## config.mk

```make
export PLATFORM = sky130hd
export DESIGN_NAME = qtrx_sensor_emulator_flat
export DESIGN_NICKNAME = d
export VERILOG_FILES = /design/src/rtl/qtrx_sensor_emulator_if.sv /design/src/rtl/qtrx_sensor_emulator.sv /design/src/flat_wrapper.sv
export SDC_FILE = /design/constraint.sdc
export NUM_CORES = 1
export LEC_CHECK = 0
export BUFFER_PORTS_ARGS = -buffer_cell sky130_fd_sc_hd__buf_4
export CAP_MARGIN = 30
export CORE_MARGIN = 4
export CORE_UTILIZATION = 55
export CTS_CLUSTER_DIAMETER = 200
export DETAILED_ROUTE_END_ITERATION = 7
export PLACE_DENSITY = 0.71
export SYNTH_ARGS = -nofsm -noshare
export SYNTH_HDL_FRONTEND = slang
export SYNTH_SLANG_ARGS = --single-unit
```

## constraint.sdc

```tcl
create_clock -name WF_CLK -period 4.05 [get_ports WF_CLK]
set_input_delay 0.2025 -clock WF_CLK [delete_from_list [all_inputs] [get_ports WF_CLK]]
set_output_delay 0.2025 -clock WF_CLK [all_outputs]
set_load 0.01 [all_outputs]
```

## src/rtl/qtrx_sensor_emulator_if.sv

```systemverilog
`default_nettype none
// ============================================================================
//  Module      : qtrx_sensor_emulator_if
//  Description : Configuration write port of the QTRX sensor emulator.
//                A valid/ready handshake that programs one channel's
//                discharge time per accepted transfer.
//                  cfg_valid  host -> emulator  write request
//                  cfg_ready  emulator -> host  write accepted when valid & ready
//                  cfg_ch     host -> emulator  channel to program (0..7)
//                  cfg_ttd    host -> emulator  discharge time in clock cycles
//  Revision    : 1.0  initial release
// ============================================================================
interface qtrx_sensor_emulator_if;
    logic        cfg_valid;
    logic        cfg_ready;
    logic [2:0]  cfg_ch;
    logic [16:0] cfg_ttd;

    modport master (
        output cfg_valid,
        output cfg_ch,
        output cfg_ttd,
        input  cfg_ready
    );

    modport slave (
        input  cfg_valid,
        input  cfg_ch,
        input  cfg_ttd,
        output cfg_ready
    );
endinterface
`default_nettype wire

```

## src/rtl/qtrx_sensor_emulator.sv

```systemverilog
`default_nettype none
// ============================================================================
//  Module      : qtrx_sensor_emulator
//  Description : Eight-channel responder model of the QTRX reflectance
//                sensor array. Each channel watches the host's charge drive
//                and, after a long enough charge, holds its line high for a
//                programmed discharge time (or DARK_TTD when its emitter LED
//                is off), then pulses resp_done.
//  Ports       : WF_CLK      system clock, rising edge
//                WF_RST_N    asynchronous active-low reset
//                ir_host_oe  per-channel host charge drive (async, synced)
//                ir_evenLED  emitter enable, channels 0/2/4/6 (async, synced)
//                ir_oddLED   emitter enable, channels 1/3/5/7 (async, synced)
//                ir_drv      per-channel emulator line drive (registered)
//                resp_done   per-channel one-cycle end-of-response pulse
//                cfg         discharge-time programming port (slave)
//  Revision    : 1.0  initial release
// ============================================================================
module qtrx_sensor_emulator #(
    parameter int          MIN_CHARGE  = 100,
    parameter logic [16:0] DEFAULT_TTD = 17'd2000,
    parameter logic [16:0] DARK_TTD    = 17'd60000
) (
    input  wire logic              WF_CLK,
    input  wire logic              WF_RST_N,
    input  wire logic [7:0]        ir_host_oe,
    input  wire logic              ir_evenLED,
    input  wire logic              ir_oddLED,
    output logic [7:0]             ir_drv,
    output logic [7:0]             resp_done,
    qtrx_sensor_emulator_if.slave  cfg
);

    localparam int             c_CW       = $clog2(MIN_CHARGE + 1);
    localparam logic [c_CW-1:0] c_MIN_CHG = c_CW'(MIN_CHARGE);
    localparam logic [c_CW-1:0] c_CHG_ONE = c_CW'(1);

    localparam logic [1:0] S_IDLE      = 2'd0;
    localparam logic [1:0] S_CHARGE    = 2'd1;
    localparam logic [1:0] S_DISCHARGE = 2'd2;

    // ------------------------------------------------------------------
    // Two-flop synchronizers for the asynchronous host-side inputs
    // ------------------------------------------------------------------
    logic [7:0] r_oe_meta;
    logic [7:0] r_oe_s;
    logic       r_even_meta;
    logic       r_even_s;
    logic       r_odd_meta;
    logic       r_odd_s;

    always_ff @(posedge WF_CLK or negedge WF_RST_N) begin
        if (!WF_RST_N) begin
            r_oe_meta   <= '0;
            r_oe_s      <= '0;
            r_even_meta <= 1'b0;
            r_even_s    <= 1'b0;
            r_odd_meta  <= 1'b0;
            r_odd_s     <= 1'b0;
        end else begin
            r_oe_meta   <= ir_host_oe;
            r_oe_s      <= r_oe_meta;
            r_even_meta <= ir_evenLED;
            r_even_s    <= r_even_meta;
            r_odd_meta  <= ir_oddLED;
            r_odd_s     <= r_odd_meta;
        end
    end

    // ------------------------------------------------------------------
    // Config port: always ready once out of reset
    // ------------------------------------------------------------------
    logic r_cfg_ready;
    logic w_cfg_fire;

    always_ff @(posedge WF_CLK or negedge WF_RST_N) begin
        if (!WF_RST_N) begin
            r_cfg_ready <= 1'b0;
        end else begin
            r_cfg_ready <= 1'b1;
        end
    end

    assign cfg.cfg_ready = r_cfg_ready;
    assign w_cfg_fire    = cfg.cfg_valid & r_cfg_ready;

    // ------------------------------------------------------------------
    // Per-channel responder
    // ------------------------------------------------------------------
    for (genvar gi = 0; gi < 8; gi++) begin : g_ch
        logic [1:0]      r_state;
        logic [1:0]      w_state_nxt;
        logic [c_CW-1:0] r_chg_cnt;
        logic [c_CW-1:0] w_chg_nxt;
        logic [16:0]     r_dis_cnt;
        logic [16:0]     w_dis_nxt;
        logic [16:0]     r_ttd;
        logic            r_drv;
        logic            w_drv_nxt;
        logic            r_done;
        logic            w_done_nxt;
        logic            w_oe;
        logic            w_led;
        logic            w_armed;
        logic [16:0]     w_load;

        assign w_oe    = r_oe_s[gi];
        assign w_led   = ((gi % 2) == 1) ? r_odd_s : r_even_s;
        assign w_armed = (r_chg_cnt >= c_MIN_CHG);
        // Sampled only on the CHARGE->DISCHARGE edge, so the pulse length
        // is frozen at entry. A config write landing on that same edge
        // is not yet visible in r_ttd, so the old value is used.
        assign w_load  = w_led ? r_ttd : DARK_TTD;

        always_ff @(posedge WF_CLK or negedge WF_RST_N) begin
            if (!WF_RST_N) begin
                r_ttd <= DEFAULT_TTD;
            end else if (w_cfg_fire && (cfg.cfg_ch == 3'(gi))) begin
                r_ttd <= cfg.cfg_ttd;
            end
        end

        // State register
        always_ff @(posedge WF_CLK or negedge WF_RST_N) begin
            if (!WF_RST_N) begin
                r_state   <= S_IDLE;
                r_chg_cnt <= '0;
                r_dis_cnt <= '0;
                r_drv     <= 1'b0;
                r_done    <= 1'b0;
            end else begin
                r_state   <= w_state_nxt;
                r_chg_cnt <= w_chg_nxt;
                r_dis_cnt <= w_dis_nxt;
                r_drv     <= w_drv_nxt;
                r_done    <= w_done_nxt;
            end
        end

        // Next-state logic
        always_comb begin
            w_state_nxt = r_state;
            case (r_state)
                S_IDLE: begin
                    if (w_oe) begin
                        w_state_nxt = S_CHARGE;
                    end
                end
                S_CHARGE: begin
                    if (!w_oe) begin
                        if (w_armed && (w_load != 17'd0)) begin
                            w_state_nxt = S_DISCHARGE;
                        end else begin
                            w_state_nxt = S_IDLE;
                        end
                    end
                end
                S_DISCHARGE: begin
                    // A new host charge wins over the natural end of the pulse.
                    if (w_oe) begin
                        w_state_nxt = S_CHARGE;
                    end else if (r_dis_cnt <= 17'd1) begin
                        w_state_nxt = S_IDLE;
                    end
                end
                default: begin
                    w_state_nxt = S_IDLE;
                end
            endcase
        end

        // Datapath / output logic
        always_comb begin
            w_chg_nxt  = r_chg_cnt;
            w_dis_nxt  = r_dis_cnt;
            w_done_nxt = 1'b0;
            case (r_state)
                S_IDLE: begin
                    if (w_oe) begin
                        w_chg_nxt = c_CHG_ONE;
                    end
                end
                S_CHARGE: begin
                    if (w_oe) begin
                        if (!w_armed) begin
                            w_chg_nxt = r_chg_cnt + c_CHG_ONE;
                        end
                    end else begin
                        w_chg_nxt = '0;
                        if (w_armed) begin
                            if (w_load == 17'd0) begin
                                w_done_nxt = 1'b1;
                            end else begin
                                w_dis_nxt = w_load;
                            end
                        end
                    end
                end
                S_DISCHARGE: begin
                    if (w_oe) begin
                        w_chg_nxt = c_CHG_ONE;
                        w_dis_nxt = '0;
                    end else if (r_dis_cnt <= 17'd1) begin
                        w_dis_nxt  = '0;
                        w_done_nxt = 1'b1;
                    end else begin
                        w_dis_nxt = r_dis_cnt - 17'd1;
                    end
                end
                default: begin
                    w_chg_nxt = '0;
                    w_dis_nxt = '0;
                end
            endcase
            // Drive is a dedicated flop so the line never sees state-decode glitches.
            w_drv_nxt = (w_state_nxt == S_DISCHARGE);
        end

        assign ir_drv[gi]    = r_drv;
        assign resp_done[gi] = r_done;
    end

endmodule
`default_nettype wire
```

## src/flat_wrapper.sv

```systemverilog
// flat-port wrapper written by rule: the top's interface ports become plain ports
module qtrx_sensor_emulator_flat 
#(
    parameter int          MIN_CHARGE  = 100,
    parameter logic [16:0] DEFAULT_TTD = 17'd2000,
    parameter logic [16:0] DARK_TTD    = 17'd60000
)
  (WF_CLK, WF_RST_N, ir_host_oe, ir_evenLED, ir_oddLED, ir_drv, resp_done, cfg_cfg_valid, cfg_cfg_ch, cfg_cfg_ttd, cfg_cfg_ready);
  qtrx_sensor_emulator_if cfg_i ();
  input  wire logic WF_CLK;
  input  wire logic WF_RST_N;
  input  wire logic [7:0] ir_host_oe;
  input  wire logic ir_evenLED;
  input  wire logic ir_oddLED;
  output logic [7:0] ir_drv;
  output logic [7:0] resp_done;
  input wire logic [$bits(cfg_i.cfg_valid)-1:0] cfg_cfg_valid;
  input wire logic [$bits(cfg_i.cfg_ch)-1:0] cfg_cfg_ch;
  input wire logic [$bits(cfg_i.cfg_ttd)-1:0] cfg_cfg_ttd;
  output wire logic [$bits(cfg_i.cfg_ready)-1:0] cfg_cfg_ready;
  assign cfg_i.cfg_valid = cfg_cfg_valid;
  assign cfg_i.cfg_ch = cfg_cfg_ch;
  assign cfg_i.cfg_ttd = cfg_cfg_ttd;
  assign cfg_cfg_ready = cfg_i.cfg_ready;
  qtrx_sensor_emulator #(.MIN_CHARGE(MIN_CHARGE), .DEFAULT_TTD(DEFAULT_TTD), .DARK_TTD(DARK_TTD)) u_core (.WF_CLK(WF_CLK), .WF_RST_N(WF_RST_N), .ir_host_oe(ir_host_oe), .ir_evenLED(ir_evenLED), .ir_oddLED(ir_oddLED), .ir_drv(ir_drv), .resp_done(resp_done), .cfg(cfg_i));
endmodule
```

==> results_dict.tcl, run 1 <==
set metrics [dict create \
    outcome "complete, no violations" \
    synth_most_common_cell "dfrtp_1" \
    crit_chain "inv_1, nor4_1, a211oi_1, buf_2, nand2_1, o22ai_1" \
    fin_worst_skew_ns 0.0245 \
    fp.dieW_microns 204 \
    slew_headroom 0.282 \
    synth_area_leaders "dfrtp_1 (39%), mux2_2 (7.1%), dfstp_2 (6.0%)" \
    timing.rr.start "u_core.g_ch[1].w_led" \
    dpl_worst_slack_ns 0.931 \
    drc_errors 0 \
    antenna_found_initial 0 \
    synth_ff_type "dfrtp_1" \
    ir_worst_vdd_uv 407 \
    worst_pin_slew_ns 1.07 \
    hold_viol_final 0 \
    detail_route.wl_per_cell_microns 20.0 \
    first_pass_iters 5 \
    synthArstFlopShare 1.00 \
    cts_buffer_depth 3 \
    gp_congestion 0.939 \
    numCtsBuffers 43 \
    cts-root-buf "clkbuf_16" \
    drive_above_1_share 0.165 \
    nets 2301 \
    synth_top_cell_by_area "dfrtp_1" \
    detail-route-antenna-nets 0 \
    min_path_type "in2reg" \
    via_count 17813 \
    synth-edff-count 0 \
    synthAdderAreaFrac 0.0425 \
    dpl.hpwl_microns 37200 \
    core_sq_mm 0.0378 \
    maxSlewViolCount 0 \
    syn_nets 2267 \
    clkSinkCount 381 \
    grtUsageTotal 0.259 \
    required_ns 4.47 \
    ys_top_cells_by_count "dfrtp_1 (333), o21ai_0 (202), nand2_1 (137), mux2_2 (134), nor2_1 (128)" \
    grt_start_max_net_pins 102 \
    max_freq_mhz 341 \
    muxShareOfSynthArea 0.0727 \
    power_mw 16.0 \
    path_class "reg2reg" \
    hp-start "cfg_cfg_ttd[10]" \
    viasPerCell 6.49 \
    dieArea_sq_mm 0.0417 \
    crit_slowest_cell "nor4_1" \
    max_stage_delay_ns 0.84 \
    fin_crit_ns 2.93 \
    cp_num_buf_inv 2 \
    syn2layout_area_growth_pct 11.4 \
    synth_top_family_by_area "compound AO/OA/AOI/OAI gates" \
    wl_microns 54900 \
    grt_pass1_wl_microns 89400 \
    yosys_warnings 0 \
    grt_overflow 0 \
    io_pins 50 \
    io_buffer_count 49 \
    synth-xor-area-share 0.00248 \
    power.leakage_nw 9.99 \
    first_global_vias 17091 \
    synth_area_sq_mm 0.0212 \
    synth-compound-area-share 0.218 \
    worstPathArrival_ns 3.35 \
    ys_types 83 \
    initial_utilization 0.560 \
    post_cts_buffers 0 \
    synth_top_area_frac 0.393 \
    clk_pin_slew_ns 0.06 \
    end_kind "flip-flop" \
    cp-start-kind "flip-flop" \
    drv_cap 0 \
    clock_latency_ns 0.58 \
    layout_setup_ws_ns 1.12 \
    htree_levels 2 \
    critPathTopFamily "simple AND/OR/NAND/NOR gates" \
    ctsHoldBuffers 17 \
    drt-initial-drc-count 1907 \
    setup_viol 0 \
    avgSynthCellArea_sq_um 9.80 \
    setup.worst_path.start "u_core.g_ch[1].w_led" \
    fp.dieH_microns 204 \
    rows 71 \
    cts-resized-gates 0 \
    rsz0062_at_grt "false" \
    cp_max_fo 23 \
    power_density_mw_per_mm2 680 \
    synthCells 2162 \
    finalCritPeriodShare 0.723 \
    tns_ns 0 \
    ys_ff_latch 381 \
    cts_tree "done" \
    yosysSeqAreaShare 0.453 \
    synth-simple-area-share 0.172 \
]
-- registers in the layout, indices dropped and copies added, names as in the netlist, 2 cells and up --
| signal | count |
|---|---|
| u_core.g_ch.r_dis_cnt | 136 |
| u_core.g_ch.r_ttd | 136 |
| u_core.g_ch.r_chg_cnt | 56 |
| u_core.g_ch.r_state | 16 |
| u_core.g_ch.r_done | 8 |
| u_core.g_ch.r_drv | 8 |
| u_core.r_oe_meta | 8 |
| u_core.r_oe_s | 8 |
| u_core.g_ch.w_led | 2 |
-- worst paths after layout --
kind | end | slack [ns] | cells after the start
worst max-delay path | u_core.g_ch[3].r_dis_cnt[16] | 1.12 | 6
worst min-delay path | u_core.g_ch[1].r_ttd[10] | 0.04 | 2
worst max register to register | u_core.g_ch[3].r_dis_cnt[16] | 1.12 | 6
worst min register to register | u_core.r_oe_s[3] | 0.34 | 0
max in group asynchronous | u_core.g_ch[5].r_ttd[10] | 2.68 | 3
min in group asynchronous | u_core.g_ch[0].r_chg_cnt[1] | 0.24 | 2
-- routing by layer --
metal  part of all wire  track usage
met5                  0            0
met4              0.020       0.0699
met3              0.064       0.0455
met2               0.47        0.413
met1               0.45        0.371
-- placed cells by master (no fill, tap or decap), drive strengths merged, types with 34 or more instances in the layout --
| cell | n |
|---|---|
| clkbuf | 59 |
| inv | 101 |
| a22o | 38 |
| a21oi | 73 |
| o31ai | 41 |
| buf | 78 |
| nor2 | 128 |
| o2bb2ai | 51 |
| nand3 | 65 |
| dfstp | 48 |
| nand2b | 42 |
| mux2 | 134 |
| ha | 72 |
| o21ai | 205 |
| and2 | 34 |
| nor3 | 78 |
| nand2 | 137 |
| nor4 | 56 |
| dfrtp | 333 |
-- per-stage QoR --
stage                util  hold slack, ns  instances  cell area, sq um
finish              0.623          0.0366       2743             23600
global route        0.623         0.00624       2742             23600
CTS                 0.623         0.00978       2739             23600
detailed placement  0.581           0.287       2642             22000
global placement    0.580           0.285       2638             22000
floorplan               -         -0.0931       2162             21200
-- cell type report --
| cell class | instances | area (sq um) |
|---|---|---|
| diodes | 1 | 2.50 |
| multi-input cells | 1578 | 10800 |
| clock buffers | 59 | 1220 |
| inverters | 96 | 360 |
| repair buffers | 96 | 802 |
| clock inverters | 21 | 189 |
| fillers | 3143 | 14300 |
| flip-flops and latches | 381 | 9590 |
| well taps | 511 | 639 |
-- kinds of logic (layout without fill, tap and decap cells) --
kind of cell	Yosys count	count (layout)
buffers and inverters	203	272
DFF	381	381
adders and majority gates	72	72
xor gates and xnor gates	6	6
and+or+nand+nor	692	692
other	1	2
AOI/OAI and AO/OA	670	670
muxes	137	137
-- worst register-to-register path: stages, from the launching register on --
cell	delay, ns
dfrtp_1	0.58
inv_1	0.42
nor4_1	0.84
a211oi_1	0.24
buf_2	0.25
nand2_1	0.31
o22ai_1	0.15
-- power breakdown --
group / switching, mW / total, mW / internal (mW)
Clock: 1.63 / 3.88 / 2.25
Combinational: 4.16 / 6.59 / 2.43
Sequential: 0.884 / 5.57 / 4.68
Total: 6.67 / 16.0 / 9.36
(Power assumes the default switching activity.)
==> inputs of run 2 (changes only) <==
Settings changed: PLACE_DENSITY 0.71 to 0.74.
Clock period 4.05 ns to 2.5 ns, I/O delays scaled along.
==> run 2 against run 1 <==
  * Cell count increased by 3.3%
  * Sequential power increased by 63%
  * Clock power increased by 79%
  * Via count increased by 1.2%
  * Die area unchanged
  * Total power increased by 72%
  * Largest cell class unchanged
==> results_dict.tcl, run 2 (synthesis gave the netlist of run 1 again) <==
set metrics [dict create \
    max_freq_mhz 428 \
    htree_levels 2 \
    drive_above_1_share 0.195 \
    detail-route-antenna-nets 0 \
    fill_cells 3030 \
    dieArea_sq_mm 0.0417 \
    path_class "reg2reg" \
    first_pass_iters 6 \
    dp_cells 2725 \
    io_pins 50 \
    core_sq_mm 0.0378 \
    fp.dieW_microns 204 \
    rows 71 \
    fin_worst_skew_ns 0.0194 \
    drc_errors 0 \
    power.leakage_nw 10.5 \
    cp-start-kind "flip-flop" \
    clkSinkCount 381 \
    slew_headroom 0.479 \
    viasPerCell 6.36 \
    setup_viol 0 \
    wl_met1_microns 24900 \
    required_ns 2.99 \
    antenna_found_initial 1 \
    cts-root-buf "clkbuf_16" \
    clk_pin_slew_ns 0.07 \
    dpl_worst_slack_ns 0.123 \
    holdWs_ns 0.137 \
    layout.cells.most_common "dfrtp_1" \
    hold_path_depth 4 \
    drt-initial-drc-count 1630 \
    hold_viol_final 0 \
    fin_cells 2833 \
    cts_tree "done" \
    worstPathArrival_ns 2.83 \
    finalCritPeriodShare 0.935 \
    rsz0062_at_grt "false" \
    final_cell_mix "dfrtp_1 (333), o21ai_0 (202), buf_4 (151)" \
    via_count 18026 \
    place_area_sq_mm 0.0227 \
    wl_microns 56000 \
    post_cts_buffers 0 \
    maxSlewViolCount 0 \
    grtUsageTotal 0.266 \
    detail_route.wl_per_cell_microns 19.8 \
    power_density_mw_per_mm2 1120 \
    post-route-cell-area_sq_mm 0.0245 \
    layout_setup_ws_ns 0.162 \
    grt_overflow 0 \
    reg2reg_depth 6 \
    numCtsBuffers 42 \
    drv_cap 0 \
    cts_buffer_depth 3 \
    biggestRegsByFlops "u_core.g_ch.r_dis_cnt x136, u_core.g_ch.r_ttd x136, u_core.g_ch.r_chg_cnt x56" \
    cp_max_fo 11 \
    clock_latency_ns 0.57 \
    wl_met3_microns 3460 \
    initial_utilization 0.560 \
    ir_worst_vdd_uv 878 \
    syn2layout_area_growth_pct 15.8 \
    end_kind "flip-flop" \
    first_global_vias 17620 \
    io_buffer_count 49 \
    outcome "complete, no violations" \
    wl_met2_microns 26100 \
    gp_congestion 0.961 \
    min_path_type "in2reg" \
    grt_pass1_wl_microns 91800 \
    grt_start_max_net_pins 88 \
    tns_ns 0 \
    dpl.hpwl_microns 38600 \
    topRoutingLayerUsed "met4" \
    nets 2392 \
    fp.dieH_microns 204 \
    fin_crit_ns 2.34 \
    worst_pin_slew_ns 0.781 \
]
## run 2: cell types whose count changed in the layout (fill, tap and decap cells not counted), sizes merged
cell         change
clkinvlp         +3
clkbuf           -5
clkinv           -2
bufinv           +7
inv              -5
dlygate4sd3     +10
buf             +82
## run 2: path summary, 6_finish.rpt
kind / startpoint / end / slack (ns)
worst min register to register: u_core.r_oe_meta[4] / u_core.r_oe_s[4] / 0.35
min in group asynchronous: WF_RST_N / u_core.r_oe_meta[0] / 0.18
worst max-delay path: u_core.g_ch[3].r_state[1] / u_core.g_ch[3].r_dis_cnt[15] / 0.16
worst max register to register: u_core.g_ch[3].r_state[1] / u_core.g_ch[3].r_dis_cnt[15] / 0.16
max in group asynchronous: WF_RST_N / u_core.g_ch[0].r_ttd[6] / 1.46
worst min-delay path: cfg_cfg_ch[2] / u_core.g_ch[3].r_ttd[1] / 0.14
## run 2: routing by layer
metal  global-route usage  vias to the layer above
li1                     -                     8401
met1                0.374                     8924
met2                0.426                      589
met3               0.0446                      112
met4               0.0814                        0
met5                    0                        -
## run 2: cell type report
cell class,instances,area (sq um),share of cell area
flip-flops and latches,381,9590,0.391
well taps,511,639,0.0261
clock inverters,24,368,0.0150
repair buffers,188,1570,0.0642
inverters,96,360,0.0147
clock buffers,54,1190,0.0485
diodes,1,2.50,0.000102
multi-input cells,1578,10800,0.440
## run 2: stage by stage
step	total power [mW]	utilization
finish	27.5	0.648
global route	29.3	0.648
CTS	27.3	0.648
detailed placement	20.2	0.599
global placement	19.9	0.599
floorplan	16.7	-
## run 2: what timing repair did
item / in CTS / in global routing
gates resized for setup: 0 / 3
endpoints found under the setup margin: 0 / 2
hold buffers: 28 / 0
hold endpoints to repair: 212 / 0
## run 2: critical path, cell delays in order, from the launching register on
cell and delay (ns):
dfrtp_1 0.43, inv_1 0.11, ha_1 0.38, or4b_2 0.69, a211oi_1 0.34, o21ai_0 0.19
nand4_1 0.13
## run 2: power breakdown
group | switching [mW] | internal [mW]
clock | 2.63 | 4.31
sequential | 1.47 | 7.59
combinational | 6.90 | 4.60
total | 11.0 | 16.5
